## config.mk

```make
export PLATFORM = sky130hd
export DESIGN_NAME = fetch_stage
export DESIGN_NICKNAME = d
export VERILOG_FILES = /design/src/rtl/fetch_stage.sv
export SDC_FILE = /design/constraint.sdc
export NUM_CORES = 1
export LEC_CHECK = 0
export CAP_MARGIN = 0
export CELL_PAD_IN_SITES_DETAIL_PLACEMENT = 1
export CELL_PAD_IN_SITES_GLOBAL_PLACEMENT = 2
export CORE_AREA = 2 2 171 173
export DETAILED_ROUTE_END_ITERATION = 12
export DIE_AREA = 0 0 173 175
export HOLD_SLACK_MARGIN = 0.12
export MAX_ROUTING_LAYER = met4
export PLACE_DENSITY = 0.92
export SLEW_MARGIN = 0
export SYNTH_ARGS = -nofsm -noshare
export SYNTH_HDL_FRONTEND = slang
export SYNTH_SLANG_ARGS = --single-unit
```

## constraint.sdc

```tcl
create_clock -name i_clk -period 7.52 [get_ports i_clk]
set_input_delay 1.88 -clock i_clk [delete_from_list [all_inputs] [get_ports i_clk]]
set_output_delay 1.88 -clock i_clk [all_outputs]
set_load 0.05 [all_outputs]
```

## src/rtl/fetch_stage.sv

```systemverilog
// Instruction-fetch stage: owns the PC, drives a 1-cycle synchronous imem
// and fills the IF/ID register with a one-entry skid for stalls.
//
// Ports:
//   i_clk, i_rst_n        clock, asynchronous active-low reset
//   o_imem_ren            read request this cycle
//   o_imem_raddr          read address (word aligned, = pc_q)
//   i_imem_rdata          data for the address requested last cycle
//   i_stall               decode cannot accept: hold PC and IF/ID
//   i_redirect            taken branch/jump: squash and refetch
//   i_redirect_pc         target PC, valid with i_redirect
//   o_id_valid            IF/ID holds a real instruction
//   o_id_inst             IF/ID instruction (NOP_INST when invalid)
//   o_id_pc, o_id_pc4     PC of o_id_inst and PC + 4 (link value)
module fetch_stage #(
    parameter logic [31:0] RESET_ADDR = 32'h0000_0000,
    parameter logic [31:0] NOP_INST   = 32'h0000_0013
) (
    input  logic        i_clk,
    input  logic        i_rst_n,
    output logic        o_imem_ren,
    output logic [31:0] o_imem_raddr,
    input  logic [31:0] i_imem_rdata,
    input  logic        i_stall,
    input  logic        i_redirect,
    input  logic [31:0] i_redirect_pc,
    output logic        o_id_valid,
    output logic [31:0] o_id_inst,
    output logic [31:0] o_id_pc,
    output logic [31:0] o_id_pc4
);

    localparam logic [31:0] WORD = 32'd4;

    // RUN: skid empty. HELD: skid holds a returned word awaiting decode.
    typedef enum logic {
        RUN,
        HELD
    } mode_e;

    mode_e       mode_q, mode_d;
    logic [31:0] pc_q, pc_d;
    logic        infl_v_q, infl_v_d;
    logic [31:0] infl_pc_q, infl_pc_d;
    logic [31:0] hold_inst_q, hold_inst_d;
    logic [31:0] hold_pc_q, hold_pc_d;
    logic        id_valid_q, id_valid_d;
    logic [31:0] id_inst_q, id_inst_d;
    logic [31:0] id_pc_q, id_pc_d;
    logic [31:0] id_pc4_q, id_pc4_d;
    logic        ren;
    logic        do_redirect;
    logic        do_stall;
    logic        do_run;

    // Mutually exclusive cycle actions: redirect beats stall beats normal.
    assign do_redirect = i_redirect;
    assign do_stall    = !i_redirect && i_stall;
    assign do_run      = !i_redirect && !i_stall;

    always_ff @(posedge i_clk or negedge i_rst_n) begin
        if (!i_rst_n) begin
            mode_q      <= RUN;
            pc_q        <= RESET_ADDR;
            infl_v_q    <= 1'b0;
            infl_pc_q   <= 32'h0;
            hold_inst_q <= NOP_INST;
            hold_pc_q   <= 32'h0;
            id_valid_q  <= 1'b0;
            id_inst_q   <= NOP_INST;
            id_pc_q     <= 32'h0;
            id_pc4_q    <= WORD;
        end else begin
            mode_q      <= mode_d;
            pc_q        <= pc_d;
            infl_v_q    <= infl_v_d;
            infl_pc_q   <= infl_pc_d;
            hold_inst_q <= hold_inst_d;
            hold_pc_q   <= hold_pc_d;
            id_valid_q  <= id_valid_d;
            id_inst_q   <= id_inst_d;
            id_pc_q     <= id_pc_d;
            id_pc4_q    <= id_pc4_d;
        end
    end

    always_comb begin
        mode_d      = mode_q;
        pc_d        = pc_q;
        infl_v_d    = infl_v_q;
        infl_pc_d   = infl_pc_q;
        hold_inst_d = hold_inst_q;
        hold_pc_d   = hold_pc_q;
        id_valid_d  = id_valid_q;
        id_inst_d   = id_inst_q;
        id_pc_d     = id_pc_q;
        id_pc4_d    = id_pc4_q;
        ren         = 1'b0;

        unique case (1'b1)
            do_redirect: begin
                // Drop everything in flight or held; target is
                // fetched on the following cycle.
                pc_d       = {i_redirect_pc[31:2], 2'b00};
                infl_v_d   = 1'b0;
                mode_d     = RUN;
                id_valid_d = 1'b0;
                id_inst_d  = NOP_INST;
            end
            do_stall: begin
                // A word returning now would be lost; park it in
                // the skid so release costs no bubble.
                infl_v_d = 1'b0;
                if (mode_q == RUN && infl_v_q) begin
                    hold_inst_d = i_imem_rdata;
                    hold_pc_d   = infl_pc_q;
                    mode_d      = HELD;
                end
            end
            do_run: begin
                ren       = 1'b1;
                infl_pc_d = pc_q;
                infl_v_d  = 1'b1;
                pc_d      = pc_q + WORD;
                if (mode_q == HELD) begin
                    id_valid_d = 1'b1;
                    id_inst_d  = hold_inst_q;
                    id_pc_d    = hold_pc_q;
                    id_pc4_d   = hold_pc_q + WORD;
                    mode_d     = RUN;
                end else if (infl_v_q) begin
                    id_valid_d = 1'b1;
                    id_inst_d  = i_imem_rdata;
                    id_pc_d    = infl_pc_q;
                    id_pc4_d   = infl_pc_q + WORD;
                end else begin
                    id_valid_d = 1'b0;
                    id_inst_d  = NOP_INST;
                end
            end
            default: begin
                ren = 1'b0;
            end
        endcase
    end

    // Gate the request with reset so nothing is issued while held in reset.
    assign o_imem_ren   = ren && i_rst_n;
    assign o_imem_raddr = pc_q;
    assign o_id_valid   = id_valid_q;
    assign o_id_inst    = id_inst_q;
    assign o_id_pc      = id_pc_q;
    assign o_id_pc4     = id_pc4_q;

endmodule

```

==> metrics.md, run 1 <==
| Metric | Value |
|---|---|
| Global-route wire length before repair | `46,200 um` |
| Worst setup path class | `in2out` |
| Highest fanout seen on the critical path | `17` |
| Number of levels in the clock H-tree | `1` |
| Sequential fraction of the synthesis area | `0.537` |
| Port-buffer cells | `189` |
| Number of distinct library cell variants in the gate-level netlist after synthesis | `60` |
| Final Cycle Share | `0.712` |
| Maximum Capacitance Violations | `0` |
| Layout cell share with drive strength beyond 1 | `0.146` |
| Most numerous cell in the Yosys netlist | `sky130_fd_sc_hd__dfrtp_1` |
| Largest voltage drop on the vdd net | `0.143 mV` |
| Remaining antenna violation count after routing | `0` |
| Final setup violation count | `0` |
| Clk sinks | `217` |
| Pleak | `5.51 nW` |
| Longest Clk Path Bufs | `3` |
| Finished Layout Cells | `1,517` |
| Startpoint type of the worst setup path | `primary input` |
| Average instance area after synthesis | `10.7 um^2` |
| Data arrival time of the critical path | `3.48 ns` |
| Initial antenna violation count | `1` |
| Critical path data required time | `5.64 ns` |
| Total die area | `30,300 um^2` |
| Via/cell ratio | `5.12` |
| Top_reg_cell synth | `sky130_fd_sc_hd__dfrtp_1` |
| Total power per unit cell area | `302 nW/um^2` |
| Critical path, cell by cell | `buf_2 -> or2_2 -> inv_2 -> and2_1 -> clkdlybuf4s50_1` |
| First-pass detailed-route iteration total | `5` |
| Crit path capture type | `output pin` |
| Via count of the routed design | `7,761` |
| Hold bufs inserted after CTS | `0` |
| Total of flip-flops plus latches after synthesis | `217` |
| GRT Total Usage | `0.193` |
| Post-cts gate resize count | `0` |
| Stage delay of the slowest cell on the critical path | `0.79 ns` |
| TritonCTS Buffers | `25` |
| Syn. warnings | `0` |
| Total instance count after detailed placement | `1,471` |
| Overall die width | `173 um` |
| Clock insertion delay at the later pin of the skew report | `0.52 ns` |
| Initial core utilization | `0.357` |
| Maximum number of pins on one net before global-route repair | `109` |
| Vias in the first global route | `8,152` |
| Setup repair after global routing missed its margin | `false` |
| Number of I/O pins | `198` |
| Worst slew margin | `0.342` |
| Overflow after GRT | `0` |
| Worst slew pin tran | `0.987 ns` |
| Fraction of synthesis flops using an asynchronous set or reset pin | `1.00` |
| Final slew viol count | `0` |
| Worst hold path type | `reg2reg` |
| Number of DRC markers after the initial detailed-route iteration | `525` |
| Clock tree root buffer cell | `sky130_fd_sc_hd__clkbuf_16` |
| Area overhead of the layout relative to synthesis | `30.0%` |
| Syn Inst Count | `946` |
| Placer congestion estimate | `0.766` |
| Std cell rows | `62` |
| Number of buffer and inverter instances along the worst setup path | `3` |
| Slowest library cell on the worst path | `sky130_fd_sc_hd__clkdlybuf4s50_1` |
| Family with the most delay on the worst path | `buffers and inverters` |
| Number of enable flip-flop cells after synthesis | `0` |
| Average routed wire per standard cell | `18.7 um` |
| Min Clock Period, post-route | `5.36 ns` |
| Fraction of synthesized cell area taken by the top area cell type | `0.519` |
| Post-route DRC | `0` |
| Cell accounting for the most synthesized area | `sky130_fd_sc_hd__dfrtp_1` |
| Sum of negative setup slack | `0 ns` |
| Number of nets in the final layout | `1,184` |
| Post-Synthesis Cell Area | `10,100 um^2` |
| Clock tree from TritonCTS | `done` |
| Count of buffers added by post-CTS timing repair for setup | `0` |
| Height of the die | `175 um` |
| Overall routed net length | `28,400 um` |
| Result of the run | `finished clean` |
| Max Clk Rate | `187 MHz` |
| Clock-pin transition on the worst setup and hold timing paths | `0.05 ns` |
| Hold violation count in the final report | `0` |
| Largest cells by area after synthesis | `sky130_fd_sc_hd__dfrtp_1, sky130_fd_sc_hd__mux2_2, sky130_fd_sc_hd__nand2_1, sky130_fd_sc_hd__o21ai_0, sky130_fd_sc_hd__nor2_1` |
| Core outline area | `28,400 um^2` |
| Post-DP HPWL | `19,500 um` |
| Clock skew after layout | `0.0207 ns` |
| Top cells by count, synth | `sky130_fd_sc_hd__dfrtp_1, sky130_fd_sc_hd__nand2_1, sky130_fd_sc_hd__mux2_2` |
-- placed cells by master, fill, tap and decap left out, types with 6 or more instances in the layout --
cell	n
sky130_fd_sc_hd__xor2_1	10
sky130_fd_sc_hd__clkbuf_1	9
sky130_fd_sc_hd__inv_1	11
sky130_fd_sc_hd__o31ai_1	6
sky130_fd_sc_hd__clkbuf_16	25
sky130_fd_sc_hd__xnor2_1	32
sky130_fd_sc_hd__and3_1	7
sky130_fd_sc_hd__o21ai_0	70
sky130_fd_sc_hd__a22oi_1	38
sky130_fd_sc_hd__a21o_1	9
sky130_fd_sc_hd__buf_4	10
sky130_fd_sc_hd__dfrtp_1	209
sky130_fd_sc_hd__clkbuf_8	7
sky130_fd_sc_hd__dfstp_2	7
sky130_fd_sc_hd__and2_1	8
sky130_fd_sc_hd__clkdlybuf4s50_1	186
sky130_fd_sc_hd__mux2_2	96
sky130_fd_sc_hd__conb_1	6
sky130_fd_sc_hd__nor3_1	15
sky130_fd_sc_hd__nand4_1	14
sky130_fd_sc_hd__nor4_1	9
sky130_fd_sc_hd__nor2_1	84
sky130_fd_sc_hd__a21oi_1	32
sky130_fd_sc_hd__nand3_1	21
sky130_fd_sc_hd__mux2i_1	23
sky130_fd_sc_hd__nand2_1	110
-- state kept, by name (all words and copies together), names as in the netlist --
name          flops
o_id_pc          30
o_id_pc4         30
mode_q            1
o_id_inst        32
infl_pc_q        30
infl_v_q          1
o_id_valid        1
o_imem_raddr     30
hold_inst_q      32
hold_pc_q        30
-- cell type report --
class / count / area (um^2)
repair buffers: 199 / 1960
well taps: 384 / 480
clock inverters: 4 / 95.1
multi-input cells: 659 / 4390
clock buffers: 41 / 756
fillers: 3097 / 15200
flip-flops and latches: 217 / 5440
diodes: 1 / 2.50
inverters: 12 / 45.0
-- per-stage QoR --
stage / utilization / area, um^2 / hold WS, ns / setup WS [ns] / power (mW)
6_report: 0.464 / 13200 / 0.472 / 2.16 / 3.98
2_1_floorplan: - / 10100 / 0.475 / 2.30 / 2.30
4_1_cts: 0.464 / 13200 / 0.477 / 2.13 / 4.02
3_3_place_gp: 0.434 / 12300 / 0.463 / 2.12 / 2.70
3_5_place_dp: 0.434 / 12300 / 0.463 / 2.13 / 2.74
5_1_grt: 0.464 / 13200 / 0.502 / 2.10 / 4.16
-- report_power, final --
| group | total (mW) | internal, mW | switching [mW] |
|---|---|---|---|
| sequential | 1.61 | 1.41 | 0.205 |
| clock | 1.26 | 0.784 | 0.479 |
| combinational | 1.10 | 0.420 | 0.682 |
-- layer usage --
metal / track usage / part of all wire
met1: 0.273 / 0.48
met2: 0.293 / 0.46
met3: 0.0283 / 0.044
met4: 0.0448 / 0.019
met5: - / 0
-- final timing paths --
check | startpoint | endpoint | slack [ns] | cells after the start
worst min-delay path | o_id_pc4[3]$_DFFE_PN0P_ | o_id_pc4[3]$_DFFE_PN0P_ | 0.47 | 2
worst min register to register | o_id_pc4[3]$_DFFE_PN0P_ | o_id_pc4[3]$_DFFE_PN0P_ | 0.47 | 2
worst max-delay path | i_stall | o_imem_ren | 2.16 | 5
max in group asynchronous | i_rst_n | o_id_pc[7]$_DFFE_PN0P_ | 4.72 | 2
worst max register to register | mode_q$_DFFE_PN0P_ | o_id_pc4[30]$_DFFE_PN0P_ | 4.29 | 6
min in group asynchronous | i_rst_n | o_imem_raddr[26]$_DFFE_PN0N_ | 1.33 | 1
-- logic make-up after synthesis --
logic type                 count (synthesis)  share of synthesized area
buffers and inverters                     75                     0.0336
other                                      1                   0.000370
adders and majority gates                  2                    0.00247
AOI/OAI and AO/OA                        182                      0.112
xor gates and xnor gates                  42                     0.0363
muxes                                    119                      0.129
DFF                                      217                      0.537
and+or+nand+nor                          308                      0.149
-- worst register-to-register path, delay by kind of cell, from the launching register on --
kind                   cells  cell delay, ns
buffers and inverters      1            0.75
AO/OA/AOI/OAI              1            0.50
flip-flops                 1            0.64
AND/OR/NAND/NOR            4            1.30
Note: power is estimated with default switching activity, not from simulation.
==> run 2, diff against run 1 <==
Settings changed: CORE_AREA 2 2 171 173 to 2 2 179 181, DIE_AREA 0 0 173 175 to 0 0 181 183, PLACE_DENSITY 0.92 to 0.86.
Clock period 7.52 ns to 5.55 ns, I/O delays scaled along.
==> run 2 against run 1 <==
Against the previous run:
- worst setup slack got worse by 0.39 ns
- combinational power increased by 35%
- sequential share of layout area decreased by 0.34 points
- die area increased by 9.4%
- utilization decreased by 3.9 points
- global-route usage decreased by 1.7 points
- via count decreased by 0.46%
- sequential cell count unchanged
- clock skew decreased by 0.0092 ns
- first-iteration DRC count decreased by 31%
==> metrics.md, run 2 (same netlist as run 1, synthesis figures left out) <==
| Metric | Value |
|---|---|
| Result of the run | `finished clean` |
| Worst hold path type | `reg2reg` |
| Setup slack of the most critical reg-to-reg path | `2.28 ns` |
| TritonCTS Buffers | `26` |
| Clock insertion delay at the later pin of the skew report | `0.53 ns` |
| Post-cts gate resize count | `0` |
| Number of I/O pins | `198` |
| Core outline area | `31,200 um^2` |
| Hold violation count in the final report | `0` |
| Global-route wire length before repair | `45,800 um` |
| Final Cycle Share | `0.680` |
| Final slew viol count | `0` |
| Leading cell types in the layout, fill and taps excluded | `sky130_fd_sc_hd__dfrtp_1, sky130_fd_sc_hd__clkdlybuf4s50_1, sky130_fd_sc_hd__nand2_1, sky130_fd_sc_hd__mux2_2, sky130_fd_sc_hd__nor2_1` |
| Max Clk Rate | `265 MHz` |
| Worst slack on hold paths | `0.476 ns` |
| Overflow after GRT | `0` |
| Worst r2r src | `mode_q$_DFFE_PN0P_` |
| Min Clock Period, post-route | `3.77 ns` |
| Number of DRC markers after the initial detailed-route iteration | `363` |
| Count of buffers added by post-CTS timing repair for setup | `0` |
| Highest fanout seen on the critical path | `17` |
| Height of the die | `183 um` |
| Port-buffer cells | `189` |
| Worst slew pin tran | `1.07 ns` |
| Clock-pin transition on the worst setup and hold timing paths | `0.06 ns` |
| Worst setup path class | `in2out` |
| Slowest library cell on the worst path | `sky130_fd_sc_hd__or2_2` |
| First-pass detailed-route iteration total | `5` |
| Vias in the first global route | `8,075` |
| Sum of negative setup slack | `0 ns` |
| Number of nets in the final layout | `1,186` |
| Total power per unit cell area | `414 nW/um^2` |
| Antenna Cells | `0` |
| Stage delay of the slowest cell on the critical path | `0.46 ns` |
| Maximum Capacitance Violations | `0` |
| Area overhead of the layout relative to synthesis | `31.1%` |
| Data arrival time of the critical path | `2.39 ns` |
| Final setup violation count | `0` |
| Clock skew after layout | `0.0115 ns` |
| Initial antenna violation count | `0` |
| Total die area | `33,100 um^2` |
| Placer congestion estimate | `0.774` |
| Layout cell share with drive strength beyond 1 | `0.155` |
| Critical hold path startpoint | `o_id_pc[21]$_DFFE_PN0P_` |
| Setup repair after global routing missed its margin | `false` |
| Clock tree root buffer cell | `sky130_fd_sc_hd__clkbuf_16` |
| Largest voltage drop on the vdd net | `0.225 mV` |
| Post-DP HPWL | `19,700 um` |
| Most frequent standard cell in the layout excluding fill and tap cells | `sky130_fd_sc_hd__dfrtp_1` |
| Number of levels in the clock H-tree | `1` |
| Length in cells of the worst reg-to-reg path | `5` |
| Overall die width | `181 um` |
| Fillers | `3,452` |
| Longest Clk Path Bufs | `3` |
| Hold path endpoint | `o_id_pc[21]$_DFFE_PN0P_` |
| Clk sinks | `217` |
| Initial core utilization | `0.324` |
| Overall routed net length | `28,500 um` |
| Maximum number of pins on one net before global-route repair | `95` |
| Clock tree from TritonCTS | `done` |
| Worst hold path cell count | `1` |
| Critical R2R Capture | `o_id_pc4[18]$_DFFE_PN0P_` |
| Post-route DRC | `0` |
| Remaining antenna violation count after routing | `0` |
| Critical path, cell by cell | `buf_2 -> or2_2 -> inv_2 -> and2_1 -> buf_4` |
| Via count of the routed design | `7,725` |
| Std cell rows | `65` |
| GRT Total Usage | `0.176` |
| Worst slew margin | `0.286` |
| Family with the most delay on the worst path | `simple AND/OR/NAND/NOR gates` |
| Critical path data required time | `4.16 ns` |
| Via/cell ratio | `5.02` |
| Number of buffer and inverter instances along the worst setup path | `3` |
| Average routed wire per standard cell | `18.5 um` |
| Startpoint type of the worst setup path | `primary input` |
| Crit path capture type | `output pin` |
| Pleak | `5.56 nW` |
| Hold bufs inserted after CTS | `0` |
-- run 2: cell count changes in the layout (fill, tap and decap cells not counted) --
cell / before / now
sky130_fd_sc_hd__clkbuf_1: 9 / 3
sky130_fd_sc_hd__clkinv_2: 1 / 6
sky130_fd_sc_hd__buf_4: 10 / 12
sky130_fd_sc_hd__clkbuf_16: 25 / 27
sky130_fd_sc_hd__clkinvlp_4: 0 / 2
sky130_fd_sc_hd__bufinv_16: 3 / 4
sky130_fd_sc_hd__clkbuf_8: 7 / 6
sky130_fd_sc_hd__clkdlybuf4s50_1: 186 / 185
sky130_fd_sc_hd__diode_2: 1 / 0
-- run 2: cell type report --
class,instances,area (um^2),area share
multi-input combinational,659,4390,0.331
clock inverter,12,165,0.0124
clock buffer,36,769,0.0579
tap,402,503,0.0379
timing repair buffer,200,1970,0.148
inverter,12,45.0,0.00339
sequential,217,5440,0.410
-- run 2: report_power, final --
| part | internal, mW | total, mW | switching, mW |
|---|---|---|---|
| Sequential | 1.91 | 2.19 | 0.280 |
| Clock | 1.15 | 1.83 | 0.684 |
| Combinational | 0.569 | 1.48 | 0.914 |
-- run 2: stage by stage --
stage	power (mW)	setup WS, ns	cell area (um^2)	instances	utilization
CTS	5.58	1.75	13300	1538	0.425
detailed placement	3.71	1.70	12300	1490	0.395
global placement	3.66	1.73	12300	1490	0.395
global route	5.78	1.68	13300	1538	0.425
floorplan	3.12	1.32	10100	951	-
finish	5.50	1.78	13300	1538	0.425
-- run 2: worst max-delay path by stage --
stage	startpoint	end	slack, ns	cells after the start
global placement	i_stall	o_id_pc4[18]$_DFFE_PN0P_	1.73	8
finish	i_stall	o_imem_ren	1.78	5
detailed placement	i_redirect	o_id_pc4[18]$_DFFE_PN0P_	1.70	8
CTS	i_rst_n	o_imem_ren	1.75	3
floorplan	i_stall	o_imem_ren	1.32	6
global route	i_rst_n	o_imem_ren	1.68	3
-- run 2: routing by layer --
| layer | routed length [um] | GRT usage | part of all wire | vias to the layer above |
|---|---|---|---|---|
| met5 | 0 | - | 0 | - |
| met4 | 578 | 0.0423 | 0.020 | 0 |
| met3 | 1210 | 0.0274 | 0.042 | 41 |
| met2 | 12900 | 0.268 | 0.45 | 165 |
| met1 | 13800 | 0.248 | 0.48 | 3834 |
| li1 | - | - | - | 3685 |
==> run 3, diff against run 2 <==
Clock period 5.55 ns to 3.78 ns, I/O delays scaled along.
==> run 3 against run 2 <==
Against the previous run:
- critical path depth is the same
- sequential power rose by 47%
- non-clock buffer count increased by 2
- critical endpoint unchanged
==> metrics.md, run 3 (same netlist as run 1, synthesis figures left out) <==
| Metric | Value |
|---|---|
| Setup slack of the most critical reg-to-reg path | `0.94 ns` |
| Maximum number of pins on one net before global-route repair | `132` |
| Critical path, cell by cell | `buf_2 -> or2_2 -> inv_2 -> and2_1 -> buf_12` |
| Initial antenna violation count | `1` |
| Layout cell share with drive strength beyond 1 | `0.155` |
| Number of buffer and inverter instances along the worst setup path | `3` |
| Sum of negative setup slack | `0 ns` |
| Final Cycle Share | `0.797` |
| Worst slew pin tran | `1.04 ns` |
| Total stage count of the critical path | `5` |
| Family with the most delay on the worst path | `simple AND/OR/NAND/NOR gates` |
| Final slew viol count | `0` |
| Number of DRC markers after the initial detailed-route iteration | `403` |
| Clock tree from TritonCTS | `done` |
| Number of I/O pins | `198` |
| Clock skew after layout | `0.0121 ns` |
| Worst setup slack after placement | `0.730 ns` |
| Core outline area | `31,200 um^2` |
| Vias in the first global route | `8,142` |
| Final setup violation count | `0` |
| Clock network fraction of design power | `0.317` |
| Via/cell ratio | `5.02` |
| Min Clock Period, post-route | `3.01 ns` |
| Data arrival time of the critical path | `2.07 ns` |
| Worst r2r src | `mode_q$_DFFE_PN0P_` |
| Switching share of power | `0.349` |
| Post-cts gate resize count | `0` |
| Length in cells of the worst reg-to-reg path | `7` |
| Worst setup path class | `in2out` |
| Fillers | `3,442` |
| Sequential fraction of design power | `0.405` |
| Initial core utilization | `0.324` |
| Hold violation count in the final report | `0` |
| Worst hold path type | `in2async` |
| Area overhead of the layout relative to synthesis | `31.0%` |
| Overall die width | `181 um` |
| Total die area | `33,100 um^2` |
| Maximum Capacitance Violations | `0` |
| Remaining antenna violation count after routing | `0` |
| Launch point of the worst path | `i_stall` |
| Leading cell types in the layout, fill and taps excluded | `sky130_fd_sc_hd__dfrtp_1, sky130_fd_sc_hd__clkdlybuf4s50_1, sky130_fd_sc_hd__nand2_1, sky130_fd_sc_hd__mux2_2, sky130_fd_sc_hd__nor2_1` |
| Clock insertion delay at the later pin of the skew report | `0.52 ns` |
| Clock tree root buffer cell | `sky130_fd_sc_hd__clkbuf_16` |
| Fraction of power consumed by combinational cells | `0.278` |
| Critical path data required time | `2.83 ns` |
| Overall routed net length | `29,000 um` |
| Post-route DRC | `0` |
| First-pass detailed-route iteration total | `5` |
| Longest Clk Path Bufs | `3` |
| Pleak | `5.54 nW` |
| Post-DP HPWL | `20,300 um` |
| Slowest library cell on the worst path | `sky130_fd_sc_hd__or2_2` |
| Net switching component of the power | `2.77 mW` |
| Total power per unit cell area | `597 nW/um^2` |
| Stage delay of the slowest cell on the critical path | `0.36 ns` |
| Count of buffers added by post-CTS timing repair for setup | `0` |
| Average routed wire per standard cell | `18.9 um` |
| Final worst slack | `0.768 ns` |
| Most frequent standard cell in the layout excluding fill and tap cells | `sky130_fd_sc_hd__dfrtp_1` |
| Worst slew margin | `0.306` |
| Internal Power | `5.16 mW` |
| Clock-pin transition on the worst setup and hold timing paths | `0.05 ns` |
| Max Clk Rate | `332 MHz` |
| Via count of the routed design | `7,729` |
| Overflow after GRT | `0` |
| Highest fanout seen on the critical path | `21` |
| Port-buffer cells | `189` |
| Placer congestion estimate | `0.764` |
| Height of the die | `183 um` |
| Clk sinks | `217` |
| Crit path capture type | `output pin` |
| Startpoint type of the worst setup path | `primary input` |
| Hold bufs inserted after CTS | `0` |
| TritonCTS Buffers | `26` |
| Setup repair after global routing missed its margin | `false` |
| Util after Layout | `0.425` |
| GRT Total Usage | `0.180` |
| Capture point of the worst path | `o_imem_ren` |
| Std cell rows | `65` |
| Largest voltage drop on the vdd net | `0.317 mV` |
| Global-route wire length before repair | `46,400 um` |
| Number of levels in the clock H-tree | `1` |
| Result of the run | `finished clean` |
| Number of nets in the final layout | `1,188` |
| Critical R2R Capture | `o_id_pc4[30]$_DFFE_PN0P_` |
==> run 3: cell types whose count changed in the layout (fill, tap and decap cells not counted), sizes merged <==
cell,before,now
buf,15,17
bufinv,4,2
clkbuf,36,34
clkinvlp,2,4
clkinv,6,5
diode,0,1
inv,12,13
==> run 3: power by group through the flow <==
stage / Combinational, mW / Clock, mW / Sequential (mW)
global route: 2.34 / 2.68 / 3.29
global placement: 2.17 / 0 / 3.22
finish: 2.20 / 2.51 / 3.21
detailed placement: 2.21 / 0 / 3.25
floorplan: 0.684 / 0 / 3.90
CTS: 2.23 / 2.58 / 3.22
==> run 3: worst min-delay path by stage <==
| stage | startpoint | endpoint | depth (start not counted) |
|---|---|---|---|
| after floorplan | hold_pc_q[23]$_DFFE_PN0P_ | hold_pc_q[23]$_DFFE_PN0P_ | 1 |
| after global placement | o_id_pc4[22]$_DFFE_PN0P_ | o_id_pc4[22]$_DFFE_PN0P_ | 2 |
| after detailed placement | o_id_pc[25]$_DFFE_PN0P_ | o_id_pc[25]$_DFFE_PN0P_ | 1 |
| after CTS | i_rst_n | o_imem_raddr[29]$_DFFE_PN0N_ | 1 |
| after global routing | i_rst_n | o_imem_raddr[29]$_DFFE_PN0N_ | 1 |
| final | i_rst_n | o_imem_raddr[25]$_DFFE_PN0N_ | 1 |
==> run 3: area by class of cell <==
cell class / count / area (um^2) / share of cell area
Timing Repair Buffer: 202 / 2020 / 0.152
Multi-Input combinational cell: 659 / 4400 / 0.331
Antenna cell: 1 / 2.50 / 0.000189
Clock inverter: 12 / 124 / 0.00933
Clock buffer: 34 / 742 / 0.0559
Sequential cell: 217 / 5440 / 0.410
Inverter: 12 / 45.0 / 0.00339
Tap cell: 402 / 503 / 0.0379
==> run 3: layer usage <==
metal / vias up / wire length [um] / track usage
met1: 3869 / 14100 / 0.249
met5: - / 0 / -
met3: 31 / 1060 / 0.0248
met2: 144 / 13500 / 0.284
met4: 0 / 412 / 0.0393
li1: 3685 / - / -
==> run 3: metrics by stage <==
step | hold slack, ns | power [mW] | cell area [um^2] | cells
after floorplan | 0.475 | 4.58 | 10100 | 951
after global placement | 0.463 | 5.38 | 12400 | 1492
after detailed placement | 0.469 | 5.47 | 12400 | 1492
after CTS | 0.320 | 8.03 | 13300 | 1538
after global routing | 0.329 | 8.32 | 13300 | 1539
final | 0.317 | 7.92 | 13300 | 1539
